[src/rtl/adder_arbiter.sv]
// adder_arbiter: lets two requesters share one registered adder.
//
// A request is accepted in IDLE. Its mode and operands are latched and
// driven to the adder during EXEC. The adder result is captured in CAPT,
// one cycle after EXEC. RESP then offers the result to the requester that
// owns it, until that requester takes it.
//
// Ports
//   clk, rst                      clock (rising edge), async active-low reset
//   reqN_valid_i / reqN_ready_o   request handshake (ready is combinational, IDLE only)
//   reqN_f_i, reqN_a_i, reqN_b_i  mode and operands
//   rspN_valid_o / rspN_ready_i   response handshake
//   rspN_y_o                      result
//   adder_f_o, adder_a_o, adder_b_o   drive the shared adder
//   adder_y_i                     registered adder result
//   busy_o                        high whenever the FSM is not in IDLE
//
// Configuration
//   ADDER_ARB_RR_EN  defined   : round-robin tie break
//                    undefined : fixed priority, requester 0 wins ties
//
// Mode encodings are defined in define.vh (adder_unsigned, adder_1sComplement,
// adder_2sComplement). This block forwards them unchanged, including 2'b11.

module adder_arbiter #(
    parameter int W  = 4,
    parameter int FW = 2
) (
    input  logic          clk,
    input  logic          rst,
    input  logic          req0_valid_i,
    output logic          req0_ready_o,
    input  logic [FW-1:0] req0_f_i,
    input  logic [W-1:0]  req0_a_i,
    input  logic [W-1:0]  req0_b_i,
    input  logic          req1_valid_i,
    output logic          req1_ready_o,
    input  logic [FW-1:0] req1_f_i,
    input  logic [W-1:0]  req1_a_i,
    input  logic [W-1:0]  req1_b_i,
    output logic          rsp0_valid_o,
    input  logic          rsp0_ready_i,
    output logic [W-1:0]  rsp0_y_o,
    output logic          rsp1_valid_o,
    input  logic          rsp1_ready_i,
    output logic [W-1:0]  rsp1_y_o,
    output logic [FW-1:0] adder_f_o,
    output logic [W-1:0]  adder_a_o,
    output logic [W-1:0]  adder_b_o,
    input  logic [W-1:0]  adder_y_i,
    output logic          busy_o
);

    typedef enum logic [1:0] {IDLE, EXEC, CAPT, RESP} state_t;

    state_t        state_q, state_d;
    logic [FW-1:0] f_q;
    logic [W-1:0]  a_q, b_q, y_q;
    logic          own_q;     // requester that owns the operation in flight
    logic          any_req;
    logic          accept;
    logic          win;       // 0: requester 0, 1: requester 1

    assign any_req = req0_valid_i | req1_valid_i;
    assign accept  = (state_q == IDLE) && any_req;

`ifdef ADDER_ARB_RR_EN
    // prio_q names the requester that wins the next tie.
    logic prio_q;

    assign win = (req0_valid_i && req1_valid_i) ? prio_q : req1_valid_i;

    always_ff @(posedge clk or negedge rst) begin
        if (!rst)        prio_q <= 1'b0;
        else if (accept) prio_q <= ~win;
    end
`else
    // Fixed priority: requester 1 wins only when requester 0 is idle.
    assign win = ~req0_valid_i;
`endif

    // State register
    always_ff @(posedge clk or negedge rst) begin
        if (!rst) state_q <= IDLE;
        else      state_q <= state_d;
    end

    // Next state and handshake outputs
    always_comb begin
        state_d      = state_q;
        req0_ready_o = 1'b0;
        req1_ready_o = 1'b0;
        rsp0_valid_o = 1'b0;
        rsp1_valid_o = 1'b0;
        case (state_q)
            IDLE: begin
                // Reset is included so that ready stays low while reset is held.
                req0_ready_o = accept && !win && rst;
                req1_ready_o = accept &&  win && rst;
                if (any_req) state_d = EXEC;
            end
            EXEC: state_d = CAPT;
            CAPT: state_d = RESP;
            RESP: begin
                rsp0_valid_o = !own_q;
                rsp1_valid_o =  own_q;
                if (own_q ? rsp1_ready_i : rsp0_ready_i) state_d = IDLE;
            end
            default: state_d = IDLE;
        endcase
    end

    // Operand, owner and result registers. The operand registers drive the
    // adder directly, so the adder inputs change only when entering EXEC.
    always_ff @(posedge clk or negedge rst) begin
        if (!rst) begin
            f_q   <= '0;
            a_q   <= '0;
            b_q   <= '0;
            y_q   <= '0;
            own_q <= 1'b0;
        end else begin
            if (accept) begin
                own_q <= win;
                f_q   <= win ? req1_f_i : req0_f_i;
                a_q   <= win ? req1_a_i : req0_a_i;
                b_q   <= win ? req1_b_i : req0_b_i;
            end
            if (state_q == CAPT) y_q <= adder_y_i;
        end
    end

    assign adder_f_o = f_q;
    assign adder_a_o = a_q;
    assign adder_b_o = b_q;
    // Result data can be shared by both requesters because only the owner sees valid.
    assign rsp0_y_o  = y_q;
    assign rsp1_y_o  = y_q;
    assign busy_o    = (state_q != IDLE);

endmodule
[config.mk]
export PLATFORM = sky130hd
export DESIGN_NAME = adder_arbiter
export DESIGN_NICKNAME = d
export VERILOG_FILES = /design/src/rtl/adder_arbiter.sv
export SDC_FILE = /design/constraint.sdc
export NUM_CORES = 1
export LEC_CHECK = 0
export ABC_AREA = 1
export CORE_UTILIZATION = 34
export DETAILED_ROUTE_END_ITERATION = 8
export PLACE_DENSITY = 0.8
export SYNTH_ARGS = -nofsm -noshare
export SYNTH_HDL_FRONTEND = slang
export SYNTH_SLANG_ARGS = --single-unit
[constraint.sdc]
create_clock -name clk -period 1.3 [get_ports clk]
set_clock_uncertainty 0.05 [all_clocks]
set_input_delay 0.39 -clock clk [delete_from_list [all_inputs] [get_ports clk]]
set_output_delay 0.39 -clock clk [all_outputs]
set_load 0.01 [all_outputs]
Word-level counts from Yosys, hierarchy flattened
Cells that the tools add are included.
- reductions and logical operators: 9
- equality and inequality tests: 5
- bitwise logic cells: 2
- mux-type cells: 11
- operators with widths (operator ; count):
    4-bit two-way mux ; 2
    2-bit one-hot mux with 4 select lines ; 1
    2-bit two-way mux ; 3
    1-bit logical AND ; 5
    1-bit two-way mux ; 5
    2-bit == test, second input constant ; 2
    2-bit inequality test, second input constant ; 2
    2-bit by 1-bit == test with 1-bit output, second input constant ; 1
    2-bit logical NOT ; 1
    2-bit AND reduction ; 1
    2-bit nonzero test ; 1
    1-bit logical NOT ; 1
    1-bit NOT ; 1
    1-bit OR ; 1
- output and inout bits: 23
- flip-flop bits (word level): 17
- word-level logic and storage cells: 33
- bits of input ports: 30

Depth between registers and ports, before layout
- depth after elaboration: 5
- mapped depth: 7
- mapped depth without buffers: 6

Worst setup path before layout
OpenSTA, ideal clock, no wires.
- kind: reg2out
- start: reg state_q[0]
- end: out req1_ready_o
- arrival: 1.129 ns
- path buffers: 0
- slack: -0.269 ns
- required time: 0.860 ns
- stages on the path, launching flop included: 7
- cells stage by stage: dfrtp_1 > inv_1 > ha_1 > inv_1 > a21oi_4 > nand2_1 > nor2_1
- cells in the longest elaborated chain, start to end: 5
- RTL lines (element ; line ; text):
    start: declaration ; 56 ; state_t state_q, state_d;
    start signal: assignment ; 85 ; else state_q <= state_d;
    2-bit logical NOT (*) ; 65, 95 ;
    1-bit logical AND ; 65 ; assign accept = (state_q == IDLE) && any_req;
    1-bit logical AND (2 in series) ; 99 ; req1_ready_o = accept && win && rst;
    1-bit two-way mux (*) ; 95 ; case (state_q)
    end: declaration ; 37 ; output logic req1_ready_o,
Every way passes the cells marked *; elsewhere a longest branch is shown, timed or not.

Final worst setup path
Same ends and word-level chain as after synthesis.

==> flow_summary.toml <==
[outcome]
status = "finished with violations"
violations = "negative setup slack"

[placed_design]
pre_cts_ws_ns = -0.952
dp_cells = 217
buffer_ports.inserted = 52
hpwlAfterDp_um = 1870
placed_area_mm2 = 0.00159
gp_congestion = 0.717

[synthesis]
synth.ff_latch_count = 17
syn_inst = 129
syn_area_um2 = 971
synth_cell_types = 15
synth_seq_area_share_pct = 43.8
synth_largest_area_cell = "dfrtp_1"
synth_top_family_by_area = "simple AND/OR/NAND/NOR gates"
synth_nets = 162
synth_xor_area_share_pct = 0
synth-compound-area-share_pct = 10.8
yosys.area.top_type_share_pct = 43.8
synth-simple-area-share_pct = 27.3
syn-mean-instance-area_um2 = 7.53
synth_mux_area_share_pct = 0
synth_fa_ha_area_share_pct = 3.87
synth_area_leaders = "dfrtp_1, nand2_1, o21ai_2"
ys_warn_count = 0

[setup_path]
critPathLaunchType = "flip-flop"
r2r-end = "adder_f_o[0]"
r2r-start = "state_q[0]"
crit_fanout = 3
cp-end-kind = "output pin"
critical_path_arrival_ns = 1.38
crit_type = "flip-flop to output pin"
required_ns = 0.86
rr_worst_depth = 7
regToRegSetupSlack_ns = -0.11

[drt]
wl_per_cell_um = 11.3
vias = 1004
drt-initial-drc-count = 10
detail-route-antenna-nets = 0
dr.pass1.iters = 4
wl_um = 2600
drc_errors = 0
routed_via_density = 4.38

[timing]
rsz0062_at_grt = "yes"
tightest_slew_ns = 0.260
fin_crit_sh_pct = 140
holdWs_ns = 0.451
period_needed_ns = 1.82
finalHoldViolations = 0
finalSetupTns_ns = -3.33
finalSetupViolCount = 18
drv_slew = 0
fmax_mhz = 550
setup_slack_ns = -0.517
relSlewSlack_pct = 82.7

[floorplanning]
io_pins = 53
core_mm2 = 0.00273
rows = 19
fp.dieH_um = 55.4
initial_core_util_pct = 35.5
die_area_mm2 = 0.00307
die_x_um = 55.4

[layout]
diodes = 0
utilization_pct = 60.1
syn_to_final_growth_pct = 69.2
fin_nets = 232
final_cell_count_no_fill = 229
drive_above_1_share_pct = 37.9
final_cell_mix = "nand2_1, clkdlybuf4s50_1, buf_2, dfrtp_1, buf_4"
fillCellCount = 236
seq_area_um2 = 425
fin_area_mm2 = 0.00164
layout_commonest_cell = "nand2_1"
multi_input_area_um2 = 470

[cts]
clockBufferDepth = 2
clk_pin_slew_worst_paths_ns = 0.10
hold_buffers = 0
htree_levels = 1
cts_buffers = 3
insertion_delay_ns = 0.28
clock-sinks = 17
cts_root_buf = "clkbuf_4"
cts_tree = "done"

[global_routing]
gr-usage-all-layers_pct = 17.1
grt_max_degree = 22
grt_pass1_wl_um = 4270
antenna_found_initial = 0
grt_pass1_vias = 1020
overflow = 0

[pwr]
finalPower_mw = 3.30
peakVddDrop_mv = 1.38
power_density_mw_per_mm2 = 2010
total_leakage_power_nw = 0.871

[job]
maxCapViolations = 0

[worst_hold_path]
holdCritStartpoint = "rsp0_y_o[3]"
holdPathStages = 2
min_to = "rsp0_y_o[3]"
hold_path.class = "flip-flop to flip-flop"
==> layout make-up <==
type                            count  share of cell area, %
Inverter                           20                   4.72
Tap cell                           31                   2.36
Timing Repair Buffer               73                   36.6
Multi-Input combinational cell     84                   28.6
Clock inverter                      1                  0.457
Sequential cell                    17                   25.9
Clock buffer                        3                   1.37
==> worst max path at each step <==
stage                     depth (start not counted)           end          from  slack (ns)
after detailed placement                          6  req1_ready_o  req0_valid_i       -0.95
after global placement                            6  req1_ready_o  req0_valid_i       -0.94
after global routing                              7  req1_ready_o    state_q[0]       -0.57
after CTS                                         7  req1_ready_o    state_q[0]       -0.50
final                                             7  req1_ready_o    state_q[0]       -0.52
after floorplan                                   6  req1_ready_o    state_q[1]       -0.17
==> cells in the mapped netlist <==
library cell and count:
a21oi_4 1, buf_2 2, buf_4 4, buf_6 2, dfrtp_1 17, ha_1 3, inv_1 19, inv_2 1
nand2_1 62, nand3_1 4, nor2_1 2, nor3_1 1, o21ai_0 1, o21ai_1 1, o21ai_2 9
==> flip-flops by register name, indices dropped and copies added (netlist names) <==
| name | count |
|---|---|
| adder_a_o | 4 |
| adder_b_o | 4 |
| rsp0_y_o | 4 |
| adder_f_o | 2 |
| state_q | 2 |
| own_q | 1 |
==> critical path, cell delays in order, from the launching register on <==
cell and delay [ns]:
dfrtp_1 0.41, inv_2 0.09, ha_4 0.15, inv_4 0.05, a21oi_4 0.12, nand2_2 0.09
nor2_4 0.08, buf_6 0.10
==> layer usage <==
metal | global-route usage (%) | routed length [µm] | part of all wire (%)
met2 | 30.8 | 1350 | 52
met5 | 0 | 0 | 0
met1 | 21.5 | 1130 | 43
met4 | 5.36 | 23 | 0.89
met3 | 1.64 | 90 | 3.5
==> what timing repair did <==
item / CTS / global route
endpoints found under the hold margin: 0 / 0
buffers inserted: 7 / 2
resized for setup: 104 / 10
pin swaps: 4 / 3
endpoints found under the setup margin: 34 / 22
==> cells by family after synthesis <==
family,Yosys count
AND/OR/NAND/NOR,69
buffers and inverters,28
flip-flops,17
AO/OA/AOI/OAI,12
adder cells (fa/ha/maj),3
==> power by group <==
group	switching, mW	total [mW]	leakage (nW)	internal, mW
clock	0.165	0.281	0.0139	0.117
combinational	1.03	2.08	0.647	1.05
sequential	0.151	0.939	0.210	0.789
total	1.35	3.30	0.871	1.96
No activity file was read; power rests on OpenSTA's default activity.
